## config.mk

```make
export PLATFORM = sky130hd
export DESIGN_NAME = draw_arbiter_flat
export DESIGN_NICKNAME = d
export VERILOG_FILES = /design/src/rtl/draw_arbiter_if.sv /design/src/rtl/draw_arbiter.sv /design/src/flat_wrapper.sv
export SDC_FILE = /design/constraint.sdc
export NUM_CORES = 1
export LEC_CHECK = 0
export BUFFER_PORTS_ARGS = -buffer_cell sky130_fd_sc_hd__buf_2
export CAP_MARGIN = 20
export CORE_MARGIN = 4
export CORE_UTILIZATION = 41
export DETAILED_ROUTE_END_ITERATION = 16
export PLACE_DENSITY = 0.78
export SYNTH_ARGS = -nofsm -noshare
export SYNTH_HDL_FRONTEND = slang
export SYNTH_SLANG_ARGS = --single-unit
```

## constraint.sdc

```tcl
create_clock -name clock -period 3.2 [get_ports clock]
set_clock_uncertainty 0.2 [all_clocks]
set_input_delay 0.16 -clock clock [delete_from_list [all_inputs] [get_ports clock]]
set_output_delay 0.16 -clock clock [all_outputs]
set_load 0.02 [all_outputs]
```

## src/rtl/draw_arbiter_if.sv

```systemverilog
// Bundle between the draw engines and the framebuffer write-port arbiter.
// Engines drive the request/pixel side (master); the arbiter drives the grant/VGA side (slave).
interface draw_arbiter_if #(
  parameter int unsigned NUM_REQ = 4,
  parameter int unsigned XW      = 9,
  parameter int unsigned YW      = 8,
  parameter int unsigned CW      = 3
);
  logic [NUM_REQ-1:0]    req;
  logic [NUM_REQ-1:0]    done;
  logic [NUM_REQ-1:0]    plot_in;
  logic [NUM_REQ*XW-1:0] x_in;
  logic [NUM_REQ*YW-1:0] y_in;
  logic [NUM_REQ*CW-1:0] colour_in;
  logic [NUM_REQ-1:0]    grant;
  logic [XW-1:0]         vga_x;
  logic [YW-1:0]         vga_y;
  logic [CW-1:0]         vga_colour;
  logic                  vga_plot;
  logic                  busy;
  logic                  timeout;

  modport master (
    output req, done, plot_in, x_in, y_in, colour_in,
    input  grant, vga_x, vga_y, vga_colour, vga_plot, busy, timeout
  );

  modport slave (
    input  req, done, plot_in, x_in, y_in, colour_in,
    output grant, vga_x, vga_y, vga_colour, vga_plot, busy, timeout
  );
endinterface

```

## src/rtl/draw_arbiter.sv

```systemverilog
// Round-robin arbiter sharing the VGA framebuffer write port among NUM_REQ draw engines.
// The owner keeps the port until it pulses done or drops req; one release cycle separates owners.
// Optional watchdog: define DRAW_ARB_WATCHDOG_EN to revoke a grant held MAX_HOLD cycles.
module draw_arbiter #(
  parameter int unsigned NUM_REQ  = 4,
  parameter int unsigned XW       = 9,
  parameter int unsigned YW       = 8,
  parameter int unsigned CW       = 3,
  parameter int unsigned MAX_HOLD = 4096
) (
  input logic           clock,
  input logic           resetn,
  draw_arbiter_if.slave bus
);
  localparam int unsigned IW = (NUM_REQ > 1) ? $clog2(NUM_REQ) : 1;

  typedef enum logic [1:0] {
    S_IDLE    = 2'd0,
    S_GRANT   = 2'd1,
    S_RELEASE = 2'd2
  } state_t;

  state_t        state;
  logic [IW-1:0] last;
  logic [IW-1:0] owner;
  logic [IW-1:0] sel_c;
  logic [IW-1:0] idx_c;
  logic          found_c;
  logic          exit_c;
  logic          wd_hit_c;

  logic [XW-1:0] x_arr [NUM_REQ];
  logic [YW-1:0] y_arr [NUM_REQ];
  logic [CW-1:0] c_arr [NUM_REQ];

  // Unpack the per-engine pixel buses so the owner can be selected by index.
  for (genvar i = 0; i < NUM_REQ; i++) begin : g_unpack
    assign x_arr[i] = bus.x_in[i*XW +: XW];
    assign y_arr[i] = bus.y_in[i*YW +: YW];
    assign c_arr[i] = bus.colour_in[i*CW +: CW];
  end

  // Round-robin pick: first requester after the previous owner.
  always_comb begin
    sel_c   = last;
    idx_c   = last;
    found_c = 1'b0;
    for (int unsigned k = 1; k <= NUM_REQ; k++) begin
      idx_c = IW'((32'(last) + k) % NUM_REQ);
      if (!found_c && bus.req[idx_c]) begin
        sel_c   = idx_c;
        found_c = 1'b1;
      end
    end
  end

`ifdef DRAW_ARB_WATCHDOG_EN
  localparam int unsigned HW = (MAX_HOLD > 1) ? $clog2(MAX_HOLD) : 1;
  logic [HW-1:0] hold_cnt;

  assign wd_hit_c = (state == S_GRANT) && (hold_cnt == HW'(MAX_HOLD - 1));

  // Hold counter: zero while no grant is held, counts every owned cycle.
  always_ff @(posedge clock or negedge resetn) begin
    if (!resetn) begin
      hold_cnt <= '0;
    end else if (state == S_GRANT) begin
      hold_cnt <= hold_cnt + HW'(1);
    end else begin
      hold_cnt <= '0;
    end
  end
`else
  logic [31:0] unused_max_hold;
  assign unused_max_hold = MAX_HOLD;
  assign wd_hit_c = 1'b0;
`endif

  // Owner leaves on its own done, on dropping its request, or on watchdog revoke.
  assign exit_c = bus.done[owner] | ~bus.req[owner] | wd_hit_c;

  // Arbitration FSM with registered grant and VGA outputs.
  always_ff @(posedge clock or negedge resetn) begin
    if (!resetn) begin
      state          <= S_IDLE;
      last           <= IW'(NUM_REQ - 1);
      owner          <= '0;
      bus.grant      <= '0;
      bus.vga_x      <= '0;
      bus.vga_y      <= '0;
      bus.vga_colour <= '0;
      bus.vga_plot   <= 1'b0;
      bus.busy       <= 1'b0;
      bus.timeout    <= 1'b0;
    end else begin
      bus.vga_plot <= 1'b0;
      bus.timeout  <= 1'b0;
      case (state)
        S_IDLE: begin
          if (|bus.req) begin
            owner     <= sel_c;
            bus.grant <= NUM_REQ'(1'b1) << sel_c;
            bus.busy  <= 1'b1;
            state     <= S_GRANT;
          end
        end
        S_GRANT: begin
          // The pixel in the exit cycle is still written.
          bus.vga_x      <= x_arr[owner];
          bus.vga_y      <= y_arr[owner];
          bus.vga_colour <= c_arr[owner];
          bus.vga_plot   <= bus.plot_in[owner];
          if (exit_c) begin
            bus.grant   <= '0;
            bus.busy    <= 1'b0;
            bus.timeout <= wd_hit_c;
            last        <= owner;
            state       <= S_RELEASE;
          end
        end
        S_RELEASE: begin
          state <= S_IDLE;
        end
        default: begin
          bus.grant <= '0;
          bus.busy  <= 1'b0;
          state     <= S_IDLE;
        end
      endcase
    end
  end
endmodule

```

## src/flat_wrapper.sv

```systemverilog
// flat-port wrapper written by rule: the top's interface ports become plain ports
module draw_arbiter_flat 
#(
  parameter int unsigned NUM_REQ  = 4,
  parameter int unsigned XW       = 9,
  parameter int unsigned YW       = 8,
  parameter int unsigned CW       = 3,
  parameter int unsigned MAX_HOLD = 4096
)
  (clock, resetn, bus_req, bus_done, bus_plot_in, bus_x_in, bus_y_in, bus_colour_in, bus_grant, bus_vga_x, bus_vga_y, bus_vga_colour, bus_vga_plot, bus_busy, bus_timeout);
  draw_arbiter_if #(.NUM_REQ(NUM_REQ), .XW(XW), .YW(YW), .CW(CW)) bus_i ();
  input logic clock;
  input logic resetn;
  input wire logic [$bits(bus_i.req)-1:0] bus_req;
  input wire logic [$bits(bus_i.done)-1:0] bus_done;
  input wire logic [$bits(bus_i.plot_in)-1:0] bus_plot_in;
  input wire logic [$bits(bus_i.x_in)-1:0] bus_x_in;
  input wire logic [$bits(bus_i.y_in)-1:0] bus_y_in;
  input wire logic [$bits(bus_i.colour_in)-1:0] bus_colour_in;
  output wire logic [$bits(bus_i.grant)-1:0] bus_grant;
  output wire logic [$bits(bus_i.vga_x)-1:0] bus_vga_x;
  output wire logic [$bits(bus_i.vga_y)-1:0] bus_vga_y;
  output wire logic [$bits(bus_i.vga_colour)-1:0] bus_vga_colour;
  output wire logic [$bits(bus_i.vga_plot)-1:0] bus_vga_plot;
  output wire logic [$bits(bus_i.busy)-1:0] bus_busy;
  output wire logic [$bits(bus_i.timeout)-1:0] bus_timeout;
  assign bus_i.req = bus_req;
  assign bus_i.done = bus_done;
  assign bus_i.plot_in = bus_plot_in;
  assign bus_i.x_in = bus_x_in;
  assign bus_i.y_in = bus_y_in;
  assign bus_i.colour_in = bus_colour_in;
  assign bus_grant = bus_i.grant;
  assign bus_vga_x = bus_i.vga_x;
  assign bus_vga_y = bus_i.vga_y;
  assign bus_vga_colour = bus_i.vga_colour;
  assign bus_vga_plot = bus_i.vga_plot;
  assign bus_busy = bus_i.busy;
  assign bus_timeout = bus_i.timeout;
  draw_arbiter #(.NUM_REQ(NUM_REQ), .XW(XW), .YW(YW), .CW(CW), .MAX_HOLD(MAX_HOLD)) u_core (.clock(clock), .resetn(resetn), .bus(bus_i));
endmodule
```

==> qor_table.md <==
| Result | Value |
|:---|:---|
| Critical Path Fanout Max | 15 |
| Total Power | 2.47 mW |
| Final setup TNS | 0 ns |
| Number of DRC markers in iteration 0 | 40 |
| Relative slew slack | 0.483 |
| Worst VDD drop | 367 uV |
| Register area | 803 um^2 |
| Maximum number of pins on one net before global-route repair | 33 |
| Post-layout instance area | 0.00265 mm^2 |
| Count of fill cells added during filler insertion | 376 |
| Cells resized by post-CTS repair | 0 |
| Area fraction of the dominant cell type after synthesis | 0.395 |
| FF-to-FF Start | u_core.owner[0]$_DFFE_PN0P_ |
| Clock buffer count from CTS | 5 |
| Setup repair after global routing missed its margin | no |
| Antenna violations before repair | 0 |
| FF+latch count, synth | 32 |
| Residual antenna-violating net count after detailed routing | 0 |
| Total of warnings raised by yosys | 0 |
| FFs w/ async S/R, synth | 1.00 |
| Total of max-cap violations | 0 |
| Critical Path RT | 3.16 ns |
| Final period utilization | 0.672 |
| Port bufs | 119 |
| Half-perimeter wire length after detailed placement | 4470 um |
| CTS Root Buffer Type | clkbuf_8 |
| Endpoint of the most critical setup path | u_core.bus.vga_x[3]$_DFFE_PN0N_ |
| Wire length of the first global-routing pass | 9410 um |
| Category of the worst setup path capture point | register |
| Number of flops mapped to enable cells by yosys | 0 |
| Die Area | 0.00579 mm^2 |
| Power per cell area | 934 mW/mm^2 |
| Number of nets produced by synthesis | 230 |
| Core Area | 0.00441 mm^2 |
| Count of cell types in the netlist | 30 |
| Global routing usage summed across all routing layers | 0.199 |
| DRC viols | 0 |
| Setup slack of the worst register-to-register path | 1.05 ns |
| Multi-input combinational cell area | 0.00104 mm^2 |
| Pre-antenna DRT Iters | 4 |
| Number of slew-limit violations in the final report | 0 |
| # clock sinks | 32 |
| Most common library cell in the layout ignoring fill and taps | buf_2 |
| GR Overflow Total | 0 |
| Post-synth design cell area | 0.00190 mm^2 |
| Cell depth of the worst hold path | 4 |
| Most used flip-flop cell after synthesis | dfrtp_1 |
| Clock Latency Late Sink | 0.27 ns |
| Total number of placement rows | 24 |
| Fraction of layout cells with a size suffix above 1 | 0.689 |
| Routed wirelength normalized by instance count | 18.1 um |
| Overall die width | 76.1 um |
| Layout Nets | 350 |
| Number of standard cells after synthesis | 136 |
| CTS tree | done |
| GPL Wtd Cong | 0.863 |
| Length in cells of the worst reg-to-reg path | 3 |
| Antenna cell count | 0 |
| Deepest level of the CTS H-tree | 2 |
| Placed standard-cell area | 0.00255 mm^2 |
| Signed area change from the synthesized netlist to the final layout | 39.3% |
| Via count of the first global-routing pass | 1876 |
| Total count of hold-check failures in the final report | 0 |
| Clock transition at path regs | 0.07 ns |
| Type of the worst setup path | reg -> reg |
| Max clock buf depth | 2 |
| Number of vias per cell | 5.39 |
| Overall die height | 76.1 um |
| Start point of the critical path | u_core.owner[0]$_DFFE_PN0P_ |
| Final count of negative-setup-slack endpoints | 0 |
| Routed wire length | 5610 um |
| Worst Hold Class | in -> reg |
| Highest clock rate | 465 MHz |
| Most area-hungry cell type in the Yosys netlist | dfrtp_1 |
| Top post-synthesis cells by area | dfrtp_1, mux4_2, mux2_2, dfstp_2, nand2_1 |
| Final critical path time including I/O delays and setup | 2.15 ns |
| Number of buffers inserted by post-CTS setup repair | 0 |
| Slew at the pin closest to its max-slew limit | 0.775 ns |
| Mean post-synth cell area | 14.0 um^2 |
| Number of ports placed on the die boundary | 121 |
| Hold-fix buffers, CTS | 1 |
| Part of the Yosys area used for sequential elements | 0.422 |
| Most frequent cells in the layout | buf_2, dfrtp_1, mux4_2 |
| Starting Density | 0.431 |
| Total via count after detailed routing | 1667 |
| Static leakage power | 1.25 nW |
| Element type at the critical path start | register |
| Reg-to-reg critical path endpoint | u_core.bus.vga_x[3]$_DFFE_PN0N_ |
| Data arrival time of the critical path | 2.11 ns |
| Result of the run | completed |
==> logic make-up after synthesis <==
| kind of cell | after synthesis | synth area share |
|---|---|---|
| buffers and inverters | 14 | 0.0322 |
| and+or+nand+nor | 27 | 0.0809 |
| other | 1 | 0.00197 |
| muxes | 44 | 0.390 |
| AOI/OAI and AO/OA | 18 | 0.0724 |
| DFF | 32 | 0.422 |
==> layout make-up <==
class,count,area share
clock buffers,7,0.0288
clock inverters,1,0.00189
flip-flops and latches,32,0.303
repair buffers,124,0.245
well taps,52,0.0246
multi-input cells,90,0.393
inverters,3,0.00425
==> cells in the mapped netlist, types with 2 or more instances <==
cell,number
inv_1,3
mux4_2,22
nor2_1,2
nand2b_1,2
nand2_1,10
clkbuf_1,5
dfrtp_1,30
buf_2,4
nor2b_1,6
o311ai_0,2
nand3b_1,2
o32ai_1,4
dfstp_2,2
mux2_2,20
a21oi_1,5
o21ai_0,3
==> worst min path at each step <==
stage | startpoint | end | slack (ns)
2_1_floorplan | resetn | u_core.bus.busy$_DFFE_PN0P_ | -0.34
3_3_place_gp | resetn | u_core.bus.grant[0]$_DFFE_PN0P_ | 0.07
3_5_place_dp | resetn | u_core.bus.grant[0]$_DFFE_PN0P_ | 0.08
4_1_cts | bus_done[0] | u_core.last[1]$_DFFE_PN1P_ | 0.09
5_1_grt | bus_req[2] | u_core.owner[0]$_DFFE_PN0P_ | 0.09
6_report | bus_req[2] | u_core.owner[0]$_DFFE_PN0P_ | 0.08
==> where the power goes <==
group / switching (mW) / internal (mW) / total, mW / leakage [nW]
Sequential: 0.152 / 0.618 / 0.770 / 0.382
Clock: 0.143 / 0.152 / 0.295 / 0.0422
Combinational: 0.681 / 0.728 / 1.41 / 0.825
Total: 0.976 / 1.50 / 2.47 / 1.25
==> flip-flops by register name, indices dropped and copies added (netlist names) <==
signal / flops
u_core.owner: 2
u_core.last: 2
u_core.bus.busy: 1
u_core.bus.vga_plot: 1
u_core.state: 2
u_core.bus.vga_colour: 3
u_core.bus.grant: 4
u_core.bus.vga_x: 9
u_core.bus.vga_y: 8
==> per-stage QoR <==
step / util / cells / worst slack (ns) / hold slack, ns
global route: 0.600 / 309 / 0.913 / 0.0896
detailed placement: 0.578 / 299 / 1.02 / 0.0809
global placement: 0.578 / 299 / 1.07 / 0.0728
floorplan: - / 136 / 1.25 / -0.336
CTS: 0.598 / 308 / 1.02 / 0.0867
finish: 0.600 / 309 / 1.05 / 0.0754
==> worst max-delay path, stage by stage, from the launching register on <==
cell and delay (ns):
dfrtp_1 0.79, buf_12 0.25, mux4_2 0.51, mux2_2 0.28
==> layer usage <==
metal / vias up / GRT usage / wire (um)
met5: - / 0 / 0
met4: 0 / 0.0262 / 21
met3: 4 / 0.0709 / 530
met2: 95 / 0.331 / 2800
met1: 802 / 0.258 / 2260
li1: 766 / - / -
(Power assumes the default switching activity.)
